[src/rtl/rr_arbiter.sv]
// rr_arbiter: round-robin arbiter driving the select input of the mux block.
// Picks one of 2**SEL_WIDTH sticky requesters, holds the choice under a
// valid/ready handshake and returns a one-cycle ack on each transfer.
// Optional macro RR_ARBITER_PRIO0_EN: requester 0 wins every arbitration it is
// eligible for, and transfers to it leave the round-robin pointer untouched.
module rr_arbiter #(
  parameter int SEL_WIDTH = 1,
  localparam int N = 2 ** SEL_WIDTH
) (
  input  logic                 clk,
  input  logic                 rst_n,
  input  logic [N-1:0]         req,
  input  logic                 ready,
  output logic                 valid,
  output logic [SEL_WIDTH-1:0] sel,
  output logic [N-1:0]         gnt,
  output logic [N-1:0]         ack
);

  typedef enum logic {
    IDLE  = 1'b0,
    GRANT = 1'b1
  } state_t;

  state_t               state;
  state_t               state_nxt;
  logic [SEL_WIDTH-1:0] ptr;
  logic [SEL_WIDTH-1:0] ptr_nxt;
  logic [SEL_WIDTH-1:0] sel_nxt;
  logic [N-1:0]         gnt_nxt;
  logic                 valid_nxt;
  logic [N-1:0]         remaining;
  logic [SEL_WIDTH-1:0] winner;

  // Circular priority encoder: first set bit of r scanning upward from base
  // with wrap-around. With the priority option, bit 0 overrides the scan.
  function automatic logic [SEL_WIDTH-1:0] arb(input logic [N-1:0] r,
                                               input logic [SEL_WIDTH-1:0] base);
    logic [SEL_WIDTH-1:0] idx;
    logic                 found;
    arb   = '0;
    found = 1'b0;
    for (int i = 0; i < N; i++) begin
      idx = base + SEL_WIDTH'(i);
      if (!found && r[idx]) begin
        arb   = idx;
        found = 1'b1;
      end
    end
`ifdef RR_ARBITER_PRIO0_EN
    if (r[0]) begin
      arb = '0;
    end
`endif
  endfunction

  // Next-state logic: arbitrate from IDLE, hold while stalled, and on a
  // transfer advance the pointer and re-arbitrate among the other requesters.
  always_comb begin
    state_nxt = state;
    ptr_nxt   = ptr;
    sel_nxt   = sel;
    gnt_nxt   = gnt;
    valid_nxt = valid;
    winner    = '0;
    remaining = req & ~gnt;
    case (state)
      IDLE: begin
        if (|req) begin
          winner          = arb(req, ptr);
          sel_nxt         = winner;
          gnt_nxt         = '0;
          gnt_nxt[winner] = 1'b1;
          valid_nxt       = 1'b1;
          state_nxt       = GRANT;
        end
      end
      GRANT: begin
        if (ready) begin
`ifdef RR_ARBITER_PRIO0_EN
          if (sel != '0) begin
            ptr_nxt = sel + SEL_WIDTH'(1);
          end
`else
          ptr_nxt = sel + SEL_WIDTH'(1);
`endif
          if (|remaining) begin
            winner          = arb(remaining, ptr_nxt);
            sel_nxt         = winner;
            gnt_nxt         = '0;
            gnt_nxt[winner] = 1'b1;
            valid_nxt       = 1'b1;
            state_nxt       = GRANT;
          end else begin
            sel_nxt   = '0;
            gnt_nxt   = '0;
            valid_nxt = 1'b0;
            state_nxt = IDLE;
          end
        end
      end
      default: begin
        sel_nxt   = '0;
        gnt_nxt   = '0;
        valid_nxt = 1'b0;
        state_nxt = IDLE;
      end
    endcase
  end

  // State and output registers; a synchronous reset drops any in-flight grant.
  always_ff @(posedge clk) begin
    if (!rst_n) begin
      state <= IDLE;
      ptr   <= '0;
      sel   <= '0;
      gnt   <= '0;
      valid <= 1'b0;
    end else begin
      state <= state_nxt;
      ptr   <= ptr_nxt;
      sel   <= sel_nxt;
      gnt   <= gnt_nxt;
      valid <= valid_nxt;
    end
  end

  assign ack = gnt & {N{ready}};

endmodule

[config.mk]
export PLATFORM = sky130hd
export DESIGN_NAME = rr_arbiter
export DESIGN_NICKNAME = d
export VERILOG_FILES = /design/src/rtl/rr_arbiter.sv
export SDC_FILE = /design/constraint.sdc
export NUM_CORES = 1
export LEC_CHECK = 0
export CORE_AREA = 5 5 42 44
export DETAILED_ROUTE_END_ITERATION = 10
export DIE_AREA = 0 0 47 49
export SLEW_MARGIN = 0
export SYNTH_ARGS = -nofsm -noshare
export SYNTH_HDL_FRONTEND = slang
export SYNTH_SLANG_ARGS = --single-unit
[constraint.sdc]
create_clock -name clk -period 2.7 [get_ports clk]
set_clock_uncertainty 0.15 [all_clocks]
set_input_delay 0.27 -clock clk [delete_from_list [all_inputs] [get_ports clk]]
set_output_delay 0.27 -clock clk [all_outputs]
set_load 0.05 [all_outputs]
# ---- Yosys cells after proc, flatten, opt, wreduce, memory -nomap -nowiden
# Cells that the tools add are included.
dict set report totals {
  wordCells 75
  input_bits 5
  reg_bits 6
  output_inout_bits 6
}
dict set report op_classes {
  n_lt_le_gt_ge 8
  n_reduce_logical 10
  n_addsub 3
  eq_ne 2
  bitwise 4
  muxes 43
}
# operator count
set ops {}
lappend ops {{two-way mux 1 bit} 34}
lappend ops {{less-than comparator 1 x 2 -> 1 bit, second input constant} 6}
lappend ops {{two-way mux 2 bit} 3}
lappend ops {{one-hot mux 1 bit (2 select lines)} 3}
lappend ops {{bitwise AND 2 bit} 2}
lappend ops {{logical AND 1 bit} 4}
lappend ops {{!= test 2 bit, second input constant} 2}
lappend ops {{one-hot mux 2 bit (2 select lines)} 1}
lappend ops {{AND reduction 2 bit} 2}
lappend ops {{OR reduction 2 bit} 2}
lappend ops {{adder 1 bit, second input constant} 3}
lappend ops {{demux 1 bit (select 1 bit)} 2}
lappend ops {{>= comparator 1 bit, second input constant} 2}
lappend ops {{zero test 1 bit} 2}
lappend ops {{NOT 2 bit} 1}
lappend ops {{NOT 1 bit} 1}

# ---- Longest topological paths before layout
# Gate-level depths: netlist of run 1.
dict set report depth {
  word_depth 21
  depth_mapped 4
  mapped_depth_nobuf 3
}

# ---- Worst setup path after synthesis of run 1
# Ideal clock, no wire load.
dict set report synth_timing {
  path_kind {flip-flop to output port}
  from {register, netlist name sel}
  to {output ack[1]}
  required_time_ns 2.280
  path_buffers 0
  path_slack_ns 1.084
  path_stages_with_launch 2
  arrival_time_ns 1.196
  path_cell_list {dfxtp_1 -> and2_1}
}
# element line_no
set synth_rtl {}
lappend synth_rtl {{to (decl)} 17} ;# output logic [N-1:0] ack

# ---- Final worst setup path of run 1
dict set report layout_timing {
  from {input ready}
  to {output ack[0]}
}
dict set report layout_between {
  elab_chain_cells 1
}
# element line_no
set layout_rtl {}
lappend layout_rtl {{from (decl)} 13} ;# input logic ready,
lappend layout_rtl {{bitwise AND 2 bit} 128} ;# assign ack = gnt & {N{ready}};
# No other way between the ends.

==> summary.md, run 1 <==
| Metric | Value |
|---|---|
| Routed WL per cell | ~11 um |
| ANT nets after route | 0 |
| Area grow syn2layout | 46.4% |
| Final Max Slew Viols | 0 |
| Critical R2R Capture | valid |
| DRC viols | 0 |
| Drt pass-1 iters | 2 |
| Clock Tree Root | clkbuf_4 |
| CP max stage cell | clkdlybuf4s50_1 |
| Least-Margin Pin Slew | 498 ps |
| Clock-pin slew on the worst setup and hold paths | 40 ps |
| Post-Syn Nets | 34 |
| Worst stage delay on the critical path | 790 ps |
| Synth Cell Area | about 280 um^2 |
| Clk sink count | 5 |
| DIE AREA | roughly 0.0023 mm^2 |
| H-Tree Depth | 1 |
| Part of the power in combinational logic | 29.9% |
| Clock latency on the worst-skew pair | about 240 ps |
| CTS buffer count | 3 |
| Vias in the first global route | between 200 and 250 |
| GRT Util Overall | approximately 5.9% |
| 1st-iter DRT viols | 1 |
| Status | completed |
| Nets | 47 |
| Max-slew headroom | 66.7% |
| Core ar. | 0.00140 mm^2 |
| Fillers | around 160 |
| Cell Chain, Critical Path | clkdlybuf4s50_1 -> and2_1 -> clkdlybuf4s50_1 |
| Ys Warns | 0 |
| Post-route setup slack | 524 ps |
| Static Leakage | 0.000149 uW |
| RSZ-0062 raised after global routing | no |
| Pwr Density | 623 mW/mm^2 |
| Clock tree buffer depth | 2 |
| Int Pwr | 168 uW |
| Min cycle time layout | 2180 ps |
| Commonest non-fill, non-tap cell in the layout | clkdlybuf4s50_1 |
| CTS tree | built |
| Sequential power share | between 30% and 40% |
| Seq/Total Area, Yosys | 36.4% |
| Launch point of the worst hold path | ptr |
| First-pass GRT wire length | 966 um |
| Starting Density | about a fifth |
| Maximum vdd drop | 306 uV |
| Final setup viols | 0 |
| Sw frac | 32.9% |
| Clk pwr share | between 30 and 40% |
| Hold endpoint | ptr |
| Vias | 270 |
| Final hold violations | 0 |
| Worst Setup End Kind | output port |
| Post-CTS setup buffer count | 0 |
| Most frequent CP cell | clkdlybuf4s50_1 |
| CP required | ~2300 ps |
| Ant. Diodes | 0 |
| Fmax | 460 MHz |
| Vias per cell | 4.74 |
| Setup_tns | 0 ps |
| GPL Wtd Cong | slightly below 0.7 |
| Period utilization | 80.6% |
| # hold bufs at CTS | 0 |
| Total of max-cap violations | 0 |
| Startpoint class of the critical path | input port |
| Synthesized area per cell | 9.49 um^2 |
| Setup WS pre-CTS | ~520 ps |
| IO buf count | 10 |
| Std cell rows | 14 |
| FF-to-FF Start | state |
| Vert. Die Dim | around 49 um |
| Die Wd | 47 um |
| WHS Path Cells | 2 |
| Finished Cell Area | roughly 400 um^2 |
| NetSw | 82.6 uW |
| R2R cell count | 3 |
| Syn Inst Count | 29 |
| GR Overflow Total | 0 |
| Most frequent cells in the layout | 10 x clkdlybuf4s50_1, 5 x dfxtp_1, 3 x clkbuf_4 |
| Ys flop type | dfxtp_1 |
| FF-to-FF setup slack | 1360 ps |
| Crit Path Category | in -> out |
| Crit-path max FO | 6 |
| Share of layout cells above drive strength 1 | 7.32% |
| Placed Area | roughly 380 um^2 |
| Post_cts resized | 0 |
| Synth cell types | 20 |
| Data arrival, critical path | ~1800 ps |
| Antenna violations before repair | 0 |
| # IOs | 11 |
| Final WL | between 600 and 700 um |
| EDFF count, synth | 0 |
| Largest net degree at the start of global routing | 10 |
| #FFs+latches synth | 5 |
| Worst hold path type | reg -> reg |
| Asr flop ratio synth | 0% |
## worst max-delay path: cells and delay by family
family / cells / cell delay, ps
buf+inv: 2 / 1340
simple gates: 1 / 140
## per-stage QoR
stage | utilization [%] | std cells | hold slack (ps) | total power [uW]
after detailed placement | 26.9 | 53 | 375 | 168
after CTS | 28.7 | 57 | 389 | 257
after global placement | 26.9 | 53 | 376 | 167
after floorplan | - | 29 | 232 | 143
final | 28.7 | 57 | 385 | 251
after global routing | 28.7 | 57 | 426 | 266
## power by group through the flow
stage / Sequential, uW / Combinational, uW / Clock (uW)
floorplan: 105 / 38.6 / 0
global placement: 92.3 / 75.1 / 0
detailed placement: 92.4 / 75.4 / 0
CTS: 91.1 / 75.6 / 90.4
global route: 92.4 / 79.4 / 93.9
finish: 90.8 / 75.0 / 85.3
## cell type report
type                       instances  area, um^2  area share, %
clock buffer                       4        26.3           6.52
inverter                           1        3.75          0.932
multi-input combinational         21         153           37.9
sequential                         5         100           24.8
tap                               16        20.0           4.97
timing repair buffer              10         100           24.8
## worst max-delay path by stage
stage / start / endpoint / slack, ps / cells after the start
global route: ready / ack[1] / 440 / 3
CTS: ready / ack[1] / 520 / 3
detailed placement: ready / ack[1] / 520 / 3
global placement: ready / ack[1] / 520 / 3
floorplan: sel / ack[1] / 1080 / 1
finish: ready / ack[0] / 520 / 3
## registers in the layout, summed over array words and instances (netlist names)
| register | cells |
|---|---|
| valid | 1 |
| ptr | 1 |
| sel | 1 |
| gnt | 1 |
| state | 1 |
## per-layer routing
metal / GRT usage, % / wire length (um)
met2: 8.14 / 282
met4: 0 / 0
met5: 0 / 0
met1: 7.06 / 263
met3: 5.54 / 66
## cells by family after synthesis
group,after synthesis,share of synthesized area [%]
simple gates,10,21.4
mux,1,3.64
buf+inv,3,8.18
compound gates,10,30.5
flops,5,36.4
## cell usage after synthesis (2+ instances only)
master / number / area [um^2]
dfxtp_1: 5 / 100
o21a_1: 2 / 15.0
o221a_1: 2 / 22.5
and2_1: 2 / 12.5
nand2_1: 2 / 7.51
nor2b_1: 2 / 12.5
Power figures use the tool's default switching activity.
==> inputs of run 2 (changes only) <==
==> constraint.sdc (replaced) <==
create_clock -name clk -period 2.3 [get_ports clk]
set_clock_uncertainty 0.15 [all_clocks]
set_input_delay 0.23 -clock clk [delete_from_list [all_inputs] [get_ports clk]]
set_output_delay 0.23 -clock clk [all_outputs]
set_load 0.05 [all_outputs]
==> run 2 against run 1 <==
Against the previous run: final cell count unchanged; combinational power up 16%; design area down 1.2%; register-to-register slack worse by 400 ps; sequential power up 18%; setup slack worse by 130 ps; sequential share of layout area up 0.31 points; utilization down 0.36 points; wire length up 1.8%; flip-flop and latch count unchanged; largest power group unchanged.
==> summary.md, run 2 (synthesis gave the netlist of run 1 again) <==
| Metric | Value |
|---|---|
| Status | completed (unchanged) |
| Worst Setup End Kind | output port (unchanged) |
| First-pass GRT wire length | 1.00 mm (was 966 um) |
| Crit-path max FO | 7 (was 6) |
| Cell Chain, Critical Path | clkdlybuf4s50_1 (was clkdlybuf4s50_1 -> and2_1 -> clkdlybuf4s50_1) |
| Startpoint class of the critical path | register (was input port) |
| Largest net degree at the start of global routing | 10 (unchanged) |
| # hold bufs at CTS | 0 (unchanged) |
| Fmax | 524 MHz |
| Final Max Slew Viols | 0 (unchanged) |
| ANT nets after route | 0 (unchanged) |
| # IOs | 11 (unchanged) |
| Die Wd | 47 um (unchanged) |
| Total of max-cap violations | 0 (unchanged) |
| Clock latency on the worst-skew pair | 240 ps (about the same) |
| Std cell rows | 14 (unchanged) |
| Period utilization | about 83% |
| Vias per cell | 4.61 (was 4.74) |
| Vias in the first global route | 234 (was 238) |
| CP required | 1920 ps (was 2280 ps) |
| Nets | 47 (unchanged) |
| Maximum vdd drop | 316 uV (was 306 uV) |
| Sw frac | 33.5% (was 32.9%) |
| Routed WL per cell | 10.9 um (was 10.7 um) |
| GRT Util Overall | 6.55% (was 5.85%) |
| IO buf count | 10 (unchanged) |
| Most frequent cells in the layout | 8 x clkdlybuf4s50_1, 5 x dfxtp_1, 3 x clkbuf_4 (was 10 x clkdlybuf4s50_1, 5 x dfxtp_1, 3 x clkbuf_4) |
| Top cell family by delay on the critical path | buffers and inverters (unchanged) |
| Post_cts resized | 0 (unchanged) |
| 1st-iter DRT viols | 2 (was 1) |
| CP max stage cell | clkdlybuf4s50_1 (unchanged) |
| Max-slew headroom | 67.0% (was 66.7%) |
| Worst stage delay on the critical path | 850 ps (was 790 ps) |
| GPL Wtd Cong | 0.749 (was 0.693) |
| Finished Cell Area | 398 um^2 (was 403 um^2) |
| Least-Margin Pin Slew | 494 ps (was 498 ps) |
| Clk pwr share | 34.6% (was 34.0%) |
| Part of the power in combinational logic | 29.4% (was 29.9%) |
| Clock Tree Root | clkbuf_4 (unchanged) |
| Min cycle time layout | 1910 ps |
| WP buf/inv | 1 (was 2) |
| NetSw | 99.2 uW (was 82.6 uW) |
| Vias | 263 (was 270) |
| Share of layout cells above drive strength 1 | 12.2% (was 7.32%) |
| CTS buffer count | 3 (unchanged) |
| Final WL | 623 um (was 612 um) |
| Crit Path Category | reg -> out (was in -> out) |
| Sequential power share | 36.0% (was 36.2%) |
| Area grow syn2layout | 44.5% (was 46.4%) |
| GR Overflow Total | 0 (unchanged) |
| Starting Density | 19.6% (unchanged) |
| Setup_tns | 0 ps (unchanged) |
| Clock tree buffer depth | 2 (unchanged) |
| Core ar. | 0.00140 mm^2 (unchanged) |
| Antenna violations before repair | 0 (unchanged) |
| Worst hold path type | reg -> reg (unchanged) |
| Post-CTS setup buffer count | 0 (unchanged) |
| DRC viols | 0 (unchanged) |
| Placed Area | 372 um^2 (was 377 um^2) |
| Ant. Diodes | 0 (unchanged) |
| Clock-pin slew on the worst setup and hold paths | 50 ps (was 40 ps) |
| Pwr Density | 745 mW/mm^2 (was 623 mW/mm^2) |
| DIE AREA | 0.00230 mm^2 (unchanged) |
| H-Tree Depth | 1 (unchanged) |
| Final hold violations | 0 (unchanged) |
| Vert. Die Dim | 49 um (unchanged) |
| Int Pwr | 197 uW (was 168 uW) |
| Static Leakage | 0.000153 uW (was 0.000149 uW) |
| Clk sink count | 5 (unchanged) |
| Final setup viols | 0 (unchanged) |
| Drt pass-1 iters | 2 (unchanged) |
| RSZ-0062 raised after global routing | no (unchanged) |
| CTS tree | built (unchanged) |
| Data arrival, critical path | 1530 ps (was 1760 ps) |
| Commonest non-fill, non-tap cell in the layout | clkdlybuf4s50_1 (unchanged) |
==> run 2: changes by cell type in the layout (fill, tap and decap cells not counted), sizes merged <==
cell           delta
buf               +2
clkdlybuf4s50     -2
==> run 2: routing by layer <==
| metal | part of all wire, % | vias to the layer above | global-route usage [%] | wire, um |
|---|---|---|---|---|
| li1 | - | 133 | - | - |
| met4 | 0 | 0 | 2.76 | 0 |
| met2 | 44 | 11 | 8.37 | 273 |
| met1 | 40 | 119 | 6.83 | 252 |
| met5 | 0 | - | 0 | 0 |
| met3 | 16 | 0 | 7.01 | 97 |
==> run 2: worst reg2reg max path, cell delays in order (launching register included) <==
cell,delay (ps)
dfxtp_1,470
nand2_1,130
or2_0,250
o221a_1,230
==> run 2: power by group through the flow <==
stage	sequential (uW)	clock, uW	combinational, uW
global route	108	122	92.5
floorplan	123	0	45.3
CTS	106	108	87.8
detailed placement	108	0	87.7
finish	107	103	87.1
global placement	108	0	87.1
==> run 2: through the flow <==
| step | setup slack (ps) | hold slack, ps | cells | util [%] | total power, uW |
|---|---|---|---|---|---|
| final | 393 | 384 | 57 | 28.4 | 296 |
| after global routing | 319 | 397 | 57 | 28.4 | 323 |
| after CTS | 388 | 392 | 57 | 28.4 | 302 |
| after detailed placement | 650 | 376 | 53 | 26.5 | 196 |
| after global placement | 647 | 373 | 53 | 26.5 | 195 |
| after floorplan | 724 | 192 | 29 | - | 168 |
==> run 2: final timing paths <==
kind,startpoint,end,slack (ps),cells after the start
hold reg to reg,valid,valid,380,1
setup / recovery,sel,sel,390,1
setup reg to reg,state,valid,960,3
hold / removal,valid,valid,380,1
==> run 2: final cells by class <==
| class | count | area, um^2 |
|---|---|---|
| multi-input cells | 21 | 153 |
| flip-flops and latches | 5 | 100 |
| clock buffers | 4 | 26.3 |
| repair buffers | 10 | 95.1 |
| well taps | 16 | 20.0 |
| fillers | 154 | 1000 |
| inverters | 1 | 3.75 |
